**config.mk**
```make
export PLATFORM = sky130hd
export DESIGN_NAME = uart_rx_param
export DESIGN_NICKNAME = d
export VERILOG_FILES = /design/src/rtl/uart_pkg.sv /design/src/rtl/uart_baud_tick.sv /design/src/rtl/uart_rx_param.sv
export SDC_FILE = /design/constraint.sdc
export NUM_CORES = 1
export LEC_CHECK = 0
export CORE_ASPECT_RATIO = 0.9
export CORE_MARGIN = 2
export CORE_UTILIZATION = 60
export CTS_CLUSTER_DIAMETER = 30
export DETAILED_ROUTE_END_ITERATION = 12
export DONT_BUFFER_PORTS = 1
export PLACE_DENSITY = 0.76
export REMOVE_ABC_BUFFERS = 1
export SLEW_MARGIN = 20
export SYNTH_ARGS = -nofsm -noshare
export SYNTH_HDL_FRONTEND = slang
export SYNTH_HIERARCHICAL = 1
export SYNTH_SLANG_ARGS = --single-unit
```
**constraint.sdc**
```tcl
create_clock -name clk -period 2.9 [get_ports clk]
set_input_delay 0.87 -clock clk [delete_from_list [all_inputs] [get_ports clk]]
set_output_delay 0.87 -clock clk [all_outputs]
set_load 0.02 [all_outputs]
```
**src/rtl/uart_pkg.sv**
```systemverilog
// uart_pkg: parity modes, receiver/transmitter state encoding and baud divider helper
package uart_pkg;

    localparam int PAR_NONE = 0;
    localparam int PAR_ODD  = 1;
    localparam int PAR_EVEN = 2;

    typedef enum logic [2:0] {
        ST_IDLE,
        ST_START,
        ST_DATA,
        ST_PARITY,
        ST_STOP,
        ST_BREAK
    } state_t;

    // Rounded clock divider giving one tick per oversample slot
    function automatic int calc_div(input int clk_hz, input int baud, input int os);
        return (clk_hz + (baud * os) / 2) / (baud * os);
    endfunction

endpackage

```
**src/rtl/uart_baud_tick.sv**
```systemverilog
// uart_baud_tick: divides clk into one-cycle oversample ticks, re-phased by restart
module uart_baud_tick #(
    parameter int DIV = 10
) (
    input  logic clk,
    input  logic rst,
    input  logic restart,
    output logic tick
);

    localparam int CW = DIV > 1 ? $clog2(DIV) : 1;

    logic [CW-1:0] cnt;

    assign tick = cnt == CW'(DIV - 1);

    // Free-running divider; restart zeroes it so ticks line up with the start edge
    always_ff @(posedge clk or posedge rst) begin
        if (rst)
            cnt <= '0;
        else if (restart || tick)
            cnt <= '0;
        else
            cnt <= cnt + 1'b1;
    end

endmodule

```
**src/rtl/uart_rx_param.sv**
```systemverilog
// uart_rx_param: oversampled UART receiver with majority voting, error flags and valid/ready output
module uart_rx_param
    import uart_pkg::*;
#(
    parameter int CLK_HZ     = 100_000_000,
    parameter int BAUD       = 9600,
    parameter int OVERSAMPLE = 16,
    parameter int DATA_BITS  = 8,
    parameter int PARITY     = 0
) (
    input  logic                 clk,
    input  logic                 rst,
    input  logic                 RsRx,
    output logic [DATA_BITS-1:0] rx_data,
    output logic                 rx_valid,
    input  logic                 rx_ready,
    output logic                 parity_err,
    output logic                 frame_err,
    output logic                 overrun
);

    localparam int DIV = calc_div(CLK_HZ, BAUD, OVERSAMPLE);
    localparam int SW  = $clog2(OVERSAMPLE);
    localparam int BW  = $clog2(DATA_BITS + 1);
    localparam logic [SW-1:0] S0   = SW'(OVERSAMPLE / 2 - 1);
    localparam logic [SW-1:0] S1   = SW'(OVERSAMPLE / 2);
    localparam logic [SW-1:0] S2   = SW'(OVERSAMPLE / 2 + 1);
    localparam logic [SW-1:0] SMAX = SW'(OVERSAMPLE - 1);

    state_t               state, nxt;
    logic                 s1, s2, s2_d;
    logic                 fall, restart, tick, mid, bitv, last_bit, par_ok;
    logic [SW-1:0]        scnt;
    logic [1:0]           samp;
    logic [BW-1:0]        bcnt;
    logic [DATA_BITS-1:0] sh;
    logic                 pbit;
    logic                 p_err, f_err, ovr, load;

    uart_baud_tick #(.DIV(DIV)) u_tick (
        .clk     (clk),
        .rst     (rst),
        .restart (restart),
        .tick    (tick)
    );

    assign fall     = s2_d & ~s2;
    assign restart  = state == ST_IDLE && fall;
    assign mid      = tick && scnt == S2;
    assign bitv     = (samp[0] & samp[1]) | (samp[0] & s2) | (samp[1] & s2);
    assign last_bit = bcnt == BW'(DATA_BITS - 1);
    assign par_ok   = PARITY == PAR_ODD  ?  ^{sh, pbit} :
                      PARITY == PAR_EVEN ? ~^{sh, pbit} : 1'b1;

    // Two-flop synchroniser plus one delayed copy for falling-edge detection
    always_ff @(posedge clk or posedge rst) begin
        if (rst)
            {s2_d, s2, s1} <= 3'b111;
        else
            {s2_d, s2, s1} <= {s2, s1, RsRx};
    end

    // State register
    always_ff @(posedge clk or posedge rst) begin
        if (rst)
            state <= ST_IDLE;
        else
            state <= nxt;
    end

    // Next state and stop-bit verdict; every state acts at the third centre sample
    always_comb begin
        nxt   = state;
        f_err = 1'b0;
        p_err = 1'b0;
        ovr   = 1'b0;
        load  = 1'b0;
        case (state)
            ST_IDLE:   nxt = fall ? ST_START : ST_IDLE;
            ST_START:  if (mid) nxt = bitv ? ST_IDLE : ST_DATA;
            ST_DATA:   if (mid && last_bit) nxt = PARITY != PAR_NONE ? ST_PARITY : ST_STOP;
            ST_PARITY: if (mid) nxt = ST_STOP;
            ST_STOP:   if (mid) nxt = bitv ? ST_IDLE : ST_BREAK;
            ST_BREAK:  if (s2) nxt = ST_IDLE;
            default:   nxt = ST_IDLE;
        endcase
        if (state == ST_STOP && mid) begin
            f_err = !bitv;
            p_err = bitv && !par_ok;
            ovr   = bitv && par_ok && rx_valid && !rx_ready;
            load  = bitv && par_ok && !(rx_valid && !rx_ready);
        end
    end

    // Oversample slot counter, centre samples, data shifter and parity capture
    always_ff @(posedge clk or posedge rst) begin
        if (rst) begin
            scnt <= '0;
            samp <= 2'b11;
            bcnt <= '0;
            sh   <= '0;
            pbit <= 1'b0;
        end else begin
            if (restart)
                scnt <= '0;
            else if (tick && state != ST_IDLE)
                scnt <= scnt == SMAX ? '0 : scnt + 1'b1;
            if (tick && scnt == S0)
                samp[0] <= s2;
            if (tick && scnt == S1)
                samp[1] <= s2;
            if (restart)
                bcnt <= '0;
            else if (state == ST_DATA && mid)
                bcnt <= bcnt + 1'b1;
            if (state == ST_DATA && mid)
                sh <= {bitv, sh[DATA_BITS-1:1]};
            if (state == ST_PARITY && mid)
                pbit <= bitv;
        end
    end

    // Output holding register with handshake and one-cycle error pulses
    always_ff @(posedge clk or posedge rst) begin
        if (rst) begin
            rx_data    <= '0;
            rx_valid   <= 1'b0;
            parity_err <= 1'b0;
            frame_err  <= 1'b0;
            overrun    <= 1'b0;
        end else begin
            parity_err <= p_err;
            frame_err  <= f_err;
            overrun    <= ovr;
            if (load) begin
                rx_data  <= sh;
                rx_valid <= 1'b1;
            end else if (rx_valid && rx_ready) begin
                rx_data  <= '0;
                rx_valid <= 1'b0;
            end
        end
    end

endmodule

```
---- Word level (Yosys, flattened, before mapping) ----
Index checks and enable logic that the tools add are counted.
operators by class
  $add $sub $neg .......................... 3
  eq/ne operators ......................... 16
  mux-type cells .......................... 22
  bitwise logic cells ..................... 7
  reduce and logical (&&, ||, !) cells .... 23
operators with widths
  operator               number
  $mux 4                 5
  $mux 3                 6
  $pmux 3 s6             1
  $mux 8                 2
  $logic_and 1x1->1      13
  $eq 4x4->1 const B     3
  $add 10x1->10 const B  1
  $eq 10x10->1 const B   1
  $mux 10                1
  $ne 2x2->1 const B     5
  $add 4x1->4 const B    2
  $eq 4x3->1 const B     2
  $eq 3x2->1 const B     2
  $eq 3x3->1 const B     2
  $mux 1                 6
  $reduce_bool 2->1      3
  $reduce_and 5->1       1
  $and 1x1->1            4
  $eq 3x1->1 const B     1
  $logic_not 1->1        3
  $logic_not 3->1        1
  $reduce_bool 3->1      1
  $mux 2                 1
  $or 1x1->1             2
  other kinds (2)        2
storage, ports and cells
  register bits ........................... 45
  input port bits ......................... 4
  output and inout port bits .............. 12
  word-level logic and storage cells ...... 85

---- Logic depth before layout (Yosys ltp) ----
  depth after elaboration ................. 6
  depth in mapped cells ................... 10

---- By module ----
The synthesis kept the hierarchy.
by module, submodules not included
  module          times used  cells each  area each (µm²)
  uart_rx_param   1           148         1631.6
  uart_baud_tick  1           53          553.0

---- Worst setup path after synthesis ----
Ideal clock, no wire load.
  kind .................................... register -> register
  from .................................... register u_tick.cnt[2]
  to ...................................... register state[0]
  data arrival time ....................... 2030 ps
  data required time ...................... 2775 ps
  path slack .............................. 746 ps
  stages on the path, launching flop included .. 9
  period minus slack after synthesis ...... 2154 ps
  path through ............................ dfrtp_1 > buf_6 > or3b_4 > nor3_1 > and4b_1 > buf_6 > o21ai_2 > a211o_2 > mux2i_1
between the ends
  cells in the longest elaborated chain, start to end .. 5
  elaborated cells between the ends (all ways) .. 8
  classes of those cells .................. 5 x eq/ne; 3 x reduce/logical
RTL lines
  item                                   RTL line              text
  from (decl)                            uart_baud_tick.sv:13  logic [CW-1:0] cnt;
  from (signal assigned)                 uart_baud_tick.sv:24  cnt <= cnt + 1'b1;
  $eq 10x10->1 (*)                       uart_baud_tick.sv:15  assign tick = cnt == CW'(DIV - 1);
  net tick                               uart_rx_param.sv:32   logic fall, restart, tick, mid, bitv, last_bit, par_ok;
  $logic_and 1x1->1 (*)                  uart_rx_param.sv:49   assign mid = tick && scnt == S2;
  $logic_and 1x1->1                      uart_rx_param.sv:81   ST_DATA: if (mid && last_bit) nxt = PARITY != PAR_NONE ? ST_PARITY : ST_STOP;
  $ne 2x2->1 (no source line)            --
  $reduce_and 5->1 (no source line) (*)  --
  to (signal assigned)                   uart_rx_param.sv:68   state <= nxt;
  to (decl)                              uart_rx_param.sv:30   state_t state, nxt;
The timed path passes the listed nets; every way through them passes the cells marked *.
A chain may end at the register's enable or synchronous reset.

---- Worst setup path in the final report ----
  from .................................... register u_tick.cnt[2]
  to ...................................... register rx_data[6]
between the ends
  cells in the longest elaborated chain, start to end .. 5
  elaborated cells between the ends (all ways) .. 6
  classes of those cells .................. 1 x eq/ne; 2 x mux; 3 x reduce/logical
RTL lines
  item                                         RTL line              text
  $eq 10x10->1 (*)                             uart_baud_tick.sv:15
  net tick                                     uart_rx_param.sv:32
  $logic_and 1x1->1 (*)                        uart_rx_param.sv:49
  $logic_and 1x1->1 (*)                        uart_rx_param.sv:87   if (state == ST_STOP && mid) begin
  $mux 1 (*)                                   uart_rx_param.sv:87
  $mux 8 or $reduce_bool 2->1 (tied branches)  --
  to (signal assigned)                         uart_rx_param.sv:136  rx_data <= sh;
  to (decl)                                    uart_rx_param.sv:14   output logic [DATA_BITS-1:0] rx_data,
Marks and branches as above.

==> flow_summary.json <==
{
  "outcome": "complete, no violations",
  "firstDrtPassIters": 4,
  "fin_util": 0.663,
  "synth_edf_count": 0,
  "hold_slack_ns": 0.366,
  "path_max_fanout": 16,
  "power_w": 0.00147,
  "drtIter0Drc": 110,
  "cts_tree": "yes",
  "ir_worst_vdd_v": 0.000449,
  "fmax_mhz": 380,
  "cts_setup_buffers": 0,
  "crit_family": "simple AND/OR/NAND/NOR gates",
  "reg2reg_from": "u_tick/cnt[2]",
  "gr-total-overflow": 0,
  "fin_skew_ns": 0.00858,
  "wl_met1_um": 1540,
  "drc_errors": 0,
  "worstMarginPinSlew_ns": 0.701,
  "max_stage_delay_ns": 0.53,
  "synth_top_area_frac": 0.458,
  "cts-buffers-inserted": 5,
  "cp.required_ns": 3.05,
  "highest_layer": "met4",
  "yosysUniqueCellTypes": 50,
  "crit_slowest_cell": "and4_1",
  "hold_viol": 0,
  "ys_top_cells_by_area": "dfrtp_1 46%, dfstp_2 6.0%, mux2_2 5.2%",
  "path_class": "reg -> reg",
  "path_clk_slew_ns": 0.09,
  "crit_path_end_kind": "flop",
  "cp.arrival_ns": 2.79,
  "cts.sinks": 45,
  "core_sq_um": 3430,
  "synth_cells": 201,
  "worstPathCellList": "or3b_4 > nor3_1 > and4b_1 > and4_1 > o21ai_0",
  "clkLatencyLatePin_ns": 0.30,
  "start_util": 0.637,
  "grt_setup_unrepaired": "no",
  "antenna_found_initial": 0,
  "synthArstFlopShare": 1.00,
  "synth_flop_cell": "dfrtp_1",
  "ant_nets": 0,
  "grt_max_degree": 20,
  "vias_per_cell": 5.96,
  "max-slew-margin-rel": 0.532,
  "setup_ws_ns": 0.269,
  "clock_path_buffers": 2,
  "setup_tns_ns": 0,
  "synth_top_area_cell": "dfrtp_1",
  "diodes": 0,
  "portBuffers": 0,
  "yosys_warnings": 6,
  "dp_hpwl_um": 2700,
  "path_buf_inv": 0,
  "worst_r2r_endpoint": "rx_data[6]",
  "cts_root_buffer": "clkbuf_8",
  "holdPathStages": 0,
  "fin_nets": 211,
  "worst_setup_path_start_kind": "flop",
  "hold_path.class": "reg -> reg",
  "areaGrowthSynthToFinish_pct": 4.07,
  "grt.total_usage": 0.209,
  "drive_gt1_frac": 0.203,
  "ios": 16,
  "fillers": 251,
  "yosys-top-cells-count": "40 x dfrtp_1, 25 x nand2_1, 16 x nor2_1",
  "powerDensity_nw_per_um2": 647,
  "place_congestion": 0.780,
  "ys_seq_elements": 45,
  "grt_pass1_vias": 1486,
  "setup_violations": 0,
  "hold_buffers": 0,
  "wl_met3_um": 162,
  "maxCapViolCount": 0,
  "rrSetupSlack_ns": 0.27,
  "fin_crit_sh": 0.907,
  "grt_pass1_wl_um": 6370,
  "hold_end": "s2",
  "fin_crit_ns": 2.63,
  "yosysMostFrequentCell": "dfrtp_1",
  "r2r_cells": 5,
  "routed-wl-met2_um": 1930,
  "cts_resized": 0,
  "synth-seq-area-share": 0.518,
  "syn_area_sq_um": 2180,
  "wl_per_cell_um": 14.9,
  "synth_area_per_cell_sq_um": 10.9,
  "hold_start": "s1",
  "die_w_um": 67.6,
  "wl_um": 3670,
  "die_height_um": 61.2,
  "dp_slack_ns": 0.261,
  "finalMaxSlewViolations": 0,
  "vias": 1466,
  "p_leak_nw": 1.03,
  "die_area_sq_um": 4140,
  "htreeDepth": 2,
  "row_count": 20
}
-- registers in the layout, indices dropped and copies added (netlist names) --
| name | cells |
|---|---|
| bcnt | 4 |
| frame_err | 1 |
| overrun | 1 |
| rx_data | 8 |
| rx_valid | 1 |
| s1 | 1 |
| s2 | 1 |
| s2_d | 1 |
| samp | 2 |
| scnt | 4 |
| sh | 8 |
| state | 3 |
| u_tick/cnt | 10 |
-- worst max-delay path by stage --
stage	depth (start not counted)	startpoint	end
final	5	u_tick/cnt[2]	rx_data[6]
after global routing	7	u_tick/cnt[0]	rx_data[6]
after CTS	7	u_tick/cnt[0]	rx_data[6]
after detailed placement	7	u_tick/cnt[0]	rx_data[6]
after global placement	5	u_tick/cnt[2]	rx_data[3]
after floorplan	5	u_tick/cnt[2]	rx_data[0]
-- worst register-to-register path, cell delays in order (launching register included) --
cell	delay [ns]
dfrtp_1	0.46
or3b_4	0.43
nor3_1	0.37
and4b_1	0.50
and4_1	0.53
o21ai_0	0.21
-- layer usage --
layer  vias to the layer above  global-route usage
met4                         0              0.0991
met5                         -                   0
li1                        690                   -
met1                       735               0.246
met3                         6              0.0512
met2                        35               0.363
-- cell families after synthesis --
kind of cell,count (synthesis),synth area share
buffers and inverters,16,0.0430
and+or+nand+nor,81,0.215
xor gates and xnor gates,6,0.0241
other,1,0.00172
adders and majority gates,7,0.0395
DFF,45,0.518
AOI/OAI and AO/OA,32,0.0934
muxes,13,0.0653
-- power breakdown --
part	internal, W	leakage (nW)	switching [W]
Combinational	0.000135	0.383	0.000145
Sequential	0.000690	0.599	0.000115
Clock	0.000171	0.0445	0.000217
-- per-stage QoR --
| stage | instances | area [sq um] |
|---|---|---|
| after CTS | 246 | 2270 |
| after global placement | 238 | 2180 |
| after detailed placement | 238 | 2180 |
| after global routing | 246 | 2270 |
| final | 246 | 2270 |
| after floorplan | 193 | 2120 |
-- placed cells by master, fill, tap and decap left out, types with 2 or more instances in the layout --
| cell | netlist | layout |
|---|---|---|
| inv_1 | 8 | 8 |
| nand3_1 | 9 | 9 |
| nor2b_1 | 2 | 2 |
| nor3b_2 | 2 | 2 |
| o21ai_1 | 2 | 2 |
| mux2i_1 | 3 | 3 |
| a21oi_1 | 8 | 8 |
| mux2_2 | 10 | 10 |
| nand2_1 | 25 | 25 |
| nand4_1 | 2 | 2 |
| nand3b_1 | 2 | 2 |
| clkbuf_8 | 0 | 5 |
| nor3_1 | 2 | 2 |
| dfrtp_1 | 40 | 40 |
| or3_1 | 2 | 2 |
| nor2_1 | 16 | 16 |
| ha_1 | 6 | 6 |
| xor2_1 | 5 | 5 |
| o21ai_0 | 13 | 13 |
| dfstp_2 | 5 | 5 |
| nand2b_1 | 3 | 3 |
| or3_2 | 2 | 2 |
-- layout make-up --
cell class | instances | area (sq um) | share of cell area
Clock buffer | 5 | 68.8 | 0.0303
Clock inverter | 3 | 21.3 | 0.00936
Multi-Input combinational cell | 140 | 958 | 0.422
Inverter | 8 | 30.0 | 0.0132
Sequential cell | 45 | 1130 | 0.498
Timing Repair Buffer | 1 | 7.51 | 0.00330
Tap cell | 44 | 55.1 | 0.0242
Power figures use the tool's default switching activity.
